File: src/rtl/sobel_frame_ctrl_pkg.sv
// Shared constants for the Sobel frame/line sequencer: FSM state codes,
// default counter width and synchroniser depth.
package sobel_ctrl_pkg;

   typedef logic [1:0] state_t;

   localparam state_t StIdle      = 2'd0;
   localparam state_t StWaitFrame = 2'd1;
   localparam state_t StActive    = 2'd2;
   localparam state_t StDone      = 2'd3;

   localparam int unsigned CNT_W_DEF  = 12;
   localparam int unsigned SYNC_DEPTH = 2;

endpackage

File: src/rtl/sobel_frame_ctrl_sig_sync_edge.sv
// Synchroniser for one asynchronous level plus a registered edge stage; level,
// rise and fall come out of the same flop stage so they stay mutually aligned.
module sig_sync_edge
   import sobel_ctrl_pkg::*;
(
   input  logic clk,
   input  logic rst_n,
   input  logic async_in,
   output logic level,
   output logic rise,
   output logic fall
);

   logic [SYNC_DEPTH-1:0] sync_q;
   logic                  synced;

   assign synced = sync_q[SYNC_DEPTH-1];

   always_ff @(posedge clk or negedge rst_n) begin
      if (!rst_n) begin
         sync_q <= '0;
         level  <= 1'b0;
         rise   <= 1'b0;
         fall   <= 1'b0;
      end else begin
         sync_q <= {sync_q[SYNC_DEPTH-2:0], async_in};
         level  <= synced;
         rise   <= synced & ~level;
         fall   <= ~synced & level;
      end
   end

endmodule

File: src/rtl/sobel_frame_ctrl.sv
// Frame/line sequencer for the Sobel pipeline: pixel/row counters, line-buffer
// strobe and window valid. Define SOBEL_FRAME_CTRL_CHK_EN to build the err_len checker.
module sobel_frame_ctrl
   import sobel_ctrl_pkg::*;
#(
   parameter int unsigned IMG_W = 640,
   parameter int unsigned IMG_H = 480,
   parameter int unsigned KSIZE = 3,
   parameter int unsigned CNT_W = CNT_W_DEF
) (
   input  logic             clk,
   input  logic             rst_n,
   input  logic             enable,
   input  logic             vsync_i,
   input  logic             de_i,
   output logic             frame_start,
   output logic             frame_done,
   output logic             line_start,
   output logic             lb_wr_en,
   output logic             win_valid,
   output logic [CNT_W-1:0] col_cnt,
   output logic [CNT_W-1:0] row_cnt,
   output logic             busy,
   output logic             err_len
);

   localparam logic [CNT_W-1:0] ROW_END = CNT_W'(IMG_H);
   localparam logic [CNT_W-1:0] WIN_MIN = CNT_W'(KSIZE - 1);
   localparam logic [CNT_W-1:0] CNT_MAX = '1;

   function automatic logic [CNT_W-1:0] sat_inc(input logic [CNT_W-1:0] v);
      return (v == CNT_MAX) ? v : v + CNT_W'(1);
   endfunction

   logic vs_level, vs_rise, vs_fall;
   logic de_level, de_rise, de_fall;
   logic unused_vs;

   sig_sync_edge u_vsync_sync (
      .clk      (clk),
      .rst_n    (rst_n),
      .async_in (vsync_i),
      .level    (vs_level),
      .rise     (vs_rise),
      .fall     (vs_fall)
   );

   sig_sync_edge u_de_sync (
      .clk      (clk),
      .rst_n    (rst_n),
      .async_in (de_i),
      .level    (de_level),
      .rise     (de_rise),
      .fall     (de_fall)
   );

   // Only the vsync rising edge carries timing information.
   assign unused_vs = vs_level ^ vs_fall;

   state_t           state_q, state_d;
   logic             frame_start_d, frame_done_d, line_start_d;
   logic             lb_wr_en_d, win_valid_d, busy_d;
   logic [CNT_W-1:0] col_d, row_d;

   always_comb begin
      state_d       = state_q;
      frame_start_d = 1'b0;
      frame_done_d  = 1'b0;
      line_start_d  = 1'b0;
      lb_wr_en_d    = 1'b0;
      col_d         = col_cnt;
      row_d         = row_cnt;

      if (!enable) begin
         // Partial frame is dropped silently: no frame_done.
         state_d = StIdle;
         col_d   = '0;
         row_d   = '0;
      end else begin
         unique case (state_q)
            StIdle: begin
               state_d = StWaitFrame;
            end
            StWaitFrame: begin
               if (vs_rise) begin
                  state_d       = StActive;
                  frame_start_d = 1'b1;
                  col_d         = '0;
                  row_d         = '0;
               end
            end
            StActive: begin
               lb_wr_en_d   = de_level;
               line_start_d = de_rise;
               if (vs_rise) begin
                  // Early restart; a coincident de edge belongs to the new frame.
                  frame_start_d = 1'b1;
                  frame_done_d  = 1'b1;
                  col_d         = '0;
                  row_d         = '0;
               end else begin
                  if (de_rise) begin
                     col_d = '0;
                  end else if (de_level) begin
                     col_d = sat_inc(col_cnt);
                  end
                  if (de_fall) begin
                     row_d = sat_inc(row_cnt);
                     if (row_d >= ROW_END) begin
                        state_d      = StDone;
                        frame_done_d = 1'b1;
                     end
                  end
               end
            end
            StDone: begin
               state_d = StWaitFrame;
            end
            default: begin
               state_d = StIdle;
            end
         endcase
      end

      win_valid_d = lb_wr_en_d && (row_d >= WIN_MIN) && (col_d >= WIN_MIN);
      busy_d      = (state_d == StActive);
   end

   always_ff @(posedge clk or negedge rst_n) begin
      if (!rst_n) begin
         state_q     <= StIdle;
         frame_start <= 1'b0;
         frame_done  <= 1'b0;
         line_start  <= 1'b0;
         lb_wr_en    <= 1'b0;
         win_valid   <= 1'b0;
         col_cnt     <= '0;
         row_cnt     <= '0;
         busy        <= 1'b0;
      end else begin
         state_q     <= state_d;
         frame_start <= frame_start_d;
         frame_done  <= frame_done_d;
         line_start  <= line_start_d;
         lb_wr_en    <= lb_wr_en_d;
         win_valid   <= win_valid_d;
         col_cnt     <= col_d;
         row_cnt     <= row_d;
         busy        <= busy_d;
      end
   end

`ifdef SOBEL_FRAME_CTRL_CHK_EN
   localparam logic [CNT_W-1:0] COL_LAST = CNT_W'(IMG_W - 1);

   logic err_d;
   logic in_active;

   assign in_active = enable && (state_q == StActive);

   // Set wins over the clear so an early-vsync restart still reports.
   always_comb begin
      err_d = err_len;
      if (!enable || frame_start_d) begin
         err_d = 1'b0;
      end
      if (in_active && (vs_rise || (de_fall && (col_cnt != COL_LAST)))) begin
         err_d = 1'b1;
      end
   end

   always_ff @(posedge clk or negedge rst_n) begin
      if (!rst_n) begin
         err_len <= 1'b0;
      end else begin
         err_len <= err_d;
      end
   end
`else
   assign err_len = 1'b0;
`endif

endmodule

File: config.mk
export PLATFORM = sky130hd
export DESIGN_NAME = sobel_frame_ctrl
export DESIGN_NICKNAME = d
export VERILOG_FILES = /design/src/rtl/sobel_frame_ctrl_pkg.sv /design/src/rtl/sobel_frame_ctrl_sig_sync_edge.sv /design/src/rtl/sobel_frame_ctrl.sv
export SDC_FILE = /design/constraint.sdc
export NUM_CORES = 1
export LEC_CHECK = 0
export ABC_AREA = 0
export BUFFER_PORTS_ARGS = -buffer_cell sky130_fd_sc_hd__buf_2
export CAP_MARGIN = 40
export CORE_ASPECT_RATIO = 0.8
export CORE_UTILIZATION = 44
export CTS_CLUSTER_SIZE = 24
export DETAILED_ROUTE_END_ITERATION = 16
export GPL_TIMING_DRIVEN = 0
export MAX_ROUTING_LAYER = met4
export SLEW_MARGIN = 10
export SYNTH_ARGS = -nofsm -noshare
export SYNTH_HDL_FRONTEND = slang
export SYNTH_SLANG_ARGS = --single-unit
File: constraint.sdc
create_clock -name clk -period 3.6 [get_ports clk]
set_input_delay 0.72 -clock clk [delete_from_list [all_inputs] [get_ports clk]]
set_output_delay 0.72 -clock clk [all_outputs]
set_load 0.01 [all_outputs]
==> run_results.csv <==
group,metric,value,unit
global_route,grt_use_total,25.8,%
cts,postCtsHoldBufs,0,
synthesis,synth_seq_cells,41,
power_and_ir_drop,swShare,34.3,%
synthesis,mappedNetlistNets,287,
cts,htreeDepth,2,
floorplan,design.die.area,0.00601,mm^2
synthesis,synth-warning-count,0,
sta,fin_max_slew_vios,0,
power_and_ir_drop,power_leakage,1.32,nW
synthesis,netlist.area_leader.share,40.9,%
synthesis,synth.avg_cell_area,9.02,um^2
cts,clk_path_buf_depth,2,
critical_path,worst_endpoint_required_time,3760,ps
run_status,outcome,"finished clean",
sta,worst_slew_margin_rel,39.8,%
floorplan,fp-row-count,24,
routing,ratio_of_routed_vias_to_standard_cells,6.16,
cells_and_area,final.fill_count,540,
critical_path,critPathKind,"flop to flop",
sta,report.final.hold_viol_count,0,
synthesis,synth_edf_count,0,
cells_and_area,final_layout_size_suffix_gt1_share,19.0,%
sta,setup_violations,0,
cts,post_cts_resized,0,
placed_design,port_buffers,34,
global_route,antenna_violations_before_repair,0,
synthesis,synth_commonest_cells,"41 x sky130_fd_sc_hd__dfrtp_1, 21 x sky130_fd_sc_hd__nand2_1, 17 x sky130_fd_sc_hd__a21oi_1",
global_route,grt_remaining_overflow,0,
routing,drtIter0Drc,219,
synthesis,ys_dominant_reg_cell,"sky130_fd_sc_hd__dfrtp_1",
synthesis,synth-async-reset-ratio,100,%
cells_and_area,antennaDiodeCount,0,
routing,drt.antenna.violating_nets,0,
critical_path,endpoint_kind,"flop",
global_route,wire_length_of_the_first_global_routing_pass,11600,um
critical_path,critical_path.startpoint_type,"flop",
sta,setup_ws,338,ps
min_path,hold_wc_path_type,"input pin to async pin",
synthesis,yosysSeqAreaShare,40.9,%
job,max_cap_violations,0,
cts,cts_made_buffers,5,
routing,drcViolationCount,0,
cts,clkSinkCount,41,
cts,post_cts.repair.setup_buffers,0,
cts,clock_latency,290,ps
sta,final.hold.worst_slack,302,ps
global_route,number_of_global_route_vias_before_repair,2250,
routing,drt-pass1-iter-count,4,
synthesis,synth.largest_area_cell,"sky130_fd_sc_hd__dfrtp_1",
cts,clk_pin_slew,90,ps
critical_path,cp_arrival,3420,ps
floorplan,die_height,69.5,um
synthesis,postSynthCellCount,278,
power_and_ir_drop,seq_power_share,39.6,%
sta,largest_clock_skew_in_the_final_design,9.45,ps
sta,clock.fmax,307,MHz
routing,totalWireLength,6970,um
sta,timing_worst_slew_pin_value,900,ps
cts,ctsRootBufferMaster,"sky130_fd_sc_hd__clkbuf_8",
synthesis,post-synth-top-count-cell,"sky130_fd_sc_hd__dfrtp_1",
power_and_ir_drop,power.share.combinational,29.1,%
floorplan,core_area,0.00547,mm^2
placed_design,gp_routability_congestion,0.893,
power_and_ir_drop,power.net_switching,0.426,mW
floorplan,pin_count,36,
power_and_ir_drop,power.density,426,mW/mm^2
floorplan,die_x,86.4,um
synthesis,ys_types,58,
placed_design,place_hpwl,4970,um
floorplan,initial_core_utilization,45.9,%
cells_and_area,final_nets,329,
global_route,grt_start_max_net_pins,31,
placed_design,placement.setup.worst_slack,425,ps
sta,tmin_final,3260,ps
sta,final.period_utilization,90.6,%
critical_path,crit_start,"state_q[0]",
power_and_ir_drop,power.ir.vdd_worst,0.000321,V
power_and_ir_drop,power.internal,0.815,mW
critical_path,start_of_the_worst_register_to_register_path,"state_q[0]",
power_and_ir_drop,power_frac_clock,31.2,%
synthesis,netlist_top_cells_area,"sky130_fd_sc_hd__dfrtp_1 41%, sky130_fd_sc_hd__a21oi_1 3.4%, sky130_fd_sc_hd__nand3_1 3.2%",
cells_and_area,layout-area-overhead-vs-synth,16.1,%
routing,post_drt_wl_per_cell,17.5,um
sta,setup_total_negative_slack,0,ps
critical_path,crit_fanout,10,
cts,cts_tree,"built",
synthesis,area_of_the_mapped_netlist,0.00251,mm^2
sta,rsz0062_at_grt,"false",
routing,detailroute.via_count,2458,
[metal layers]
layer	wire [um]	GRT usage, %	vias to the layer above
li1	-	-	1142
met1	3490	41.4	1199
met2	2870	33.2	110
met3	558	4.17	7
met4	51	6.30	0
met5	0	-	-
[registers in the layout, summed over array words and instances (netlist names), 2 cells and up]
name,count
u_vsync_sync.sync_q,2
row_cnt,12
col_cnt,12
state_q,2
u_de_sync.sync_q,2
[power groups by stage]
stage	registers (mW)	clock network (mW)	logic, mW
3_5_place_dp	0.501	0	0.351
2_1_floorplan	0.502	0	0.232
6_report	0.492	0.388	0.362
5_1_grt	0.495	0.414	0.399
4_1_cts	0.492	0.395	0.354
3_3_place_gp	0.501	0	0.351
[worst max-delay path, stage by stage, from the launching register on]
cell and delay, ps:
sky130_fd_sc_hd__dfrtp_1 410, sky130_fd_sc_hd__inv_1 70, sky130_fd_sc_hd__ha_1 280, sky130_fd_sc_hd__buf_2 170, sky130_fd_sc_hd__clkbuf_1 260, sky130_fd_sc_hd__nor2_1 530, sky130_fd_sc_hd__nor2_1 270, sky130_fd_sc_hd__a211o_1 390
sky130_fd_sc_hd__a2111o_1 310, sky130_fd_sc_hd__nor4_1 310, sky130_fd_sc_hd__a211oi_2 120
[layout by cell type (no fill, tap or decap), types with 3 or more instances in the layout]
| master | instances |
|---|---|
| sky130_fd_sc_hd__a211o_1 | 3 |
| sky130_fd_sc_hd__a211oi_1 | 7 |
| sky130_fd_sc_hd__a21oi_1 | 17 |
| sky130_fd_sc_hd__a311oi_1 | 3 |
| sky130_fd_sc_hd__a31oi_1 | 4 |
| sky130_fd_sc_hd__and2_1 | 6 |
| sky130_fd_sc_hd__and3_1 | 8 |
| sky130_fd_sc_hd__and4_1 | 7 |
| sky130_fd_sc_hd__buf_2 | 40 |
| sky130_fd_sc_hd__clkbuf_1 | 13 |
| sky130_fd_sc_hd__clkbuf_8 | 6 |
| sky130_fd_sc_hd__dfrtp_1 | 41 |
| sky130_fd_sc_hd__ha_1 | 4 |
| sky130_fd_sc_hd__inv_1 | 12 |
| sky130_fd_sc_hd__nand2_1 | 21 |
| sky130_fd_sc_hd__nand3_1 | 16 |
| sky130_fd_sc_hd__nand4_1 | 8 |
| sky130_fd_sc_hd__nor2_1 | 13 |
| sky130_fd_sc_hd__nor2b_1 | 8 |
| sky130_fd_sc_hd__nor3_1 | 6 |
| sky130_fd_sc_hd__nor4_1 | 8 |
| sky130_fd_sc_hd__o21ai_0 | 12 |
| sky130_fd_sc_hd__o22ai_1 | 4 |
| sky130_fd_sc_hd__o31ai_1 | 3 |
| sky130_fd_sc_hd__o41ai_1 | 4 |
| sky130_fd_sc_hd__or3_1 | 4 |
| sky130_fd_sc_hd__xnor2_1 | 3 |
[through the flow]
step	cells	util (%)	instance area, um^2	total power, mW
floorplan	278	-	2510	0.734
finish	399	53.3	2910	1.24
detailed placement	391	51.1	2800	0.852
global placement	390	50.8	2780	0.852
global route	399	53.3	2910	1.31
CTS	399	53.3	2910	1.24
[worst paths after layout]
| check | end | slack (ps) | cells past startpoint |
|---|---|---|---|
| setup / recovery | win_valid | 340 | 10 |
| hold / removal | col_cnt[10] | 300 | 1 |
| setup reg to reg | win_valid | 340 | 10 |
| hold reg to reg | u_de_sync.sync_q[1] | 360 | 0 |
| max in group asynchronous | row_cnt[6] | 2830 | 2 |
| min in group clk | u_de_sync.sync_q[1] | 360 | 0 |
[cells by family after synthesis]
logic type | synth area share (%)
compound gates | 23.0
xor+xnor | 1.40
fa+ha+maj | 2.00
buf+inv | 5.84
flops | 40.9
mux | 0.449
other cells | 0.150
simple gates | 26.2
[cell type report]
type                    count  area, um^2  area share (%)
plain buffers              21         101            3.48
clock buffers               7        86.3            2.97
clock inverters             1        30.0            1.03
inverters                  12        45.0            1.55
multi-input cells         204        1340            45.9
flip-flops and latches     41        1030            35.2
well taps                  78        97.6            3.35
repair buffers             35         190            6.53
Power figures use the tool's default switching activity.
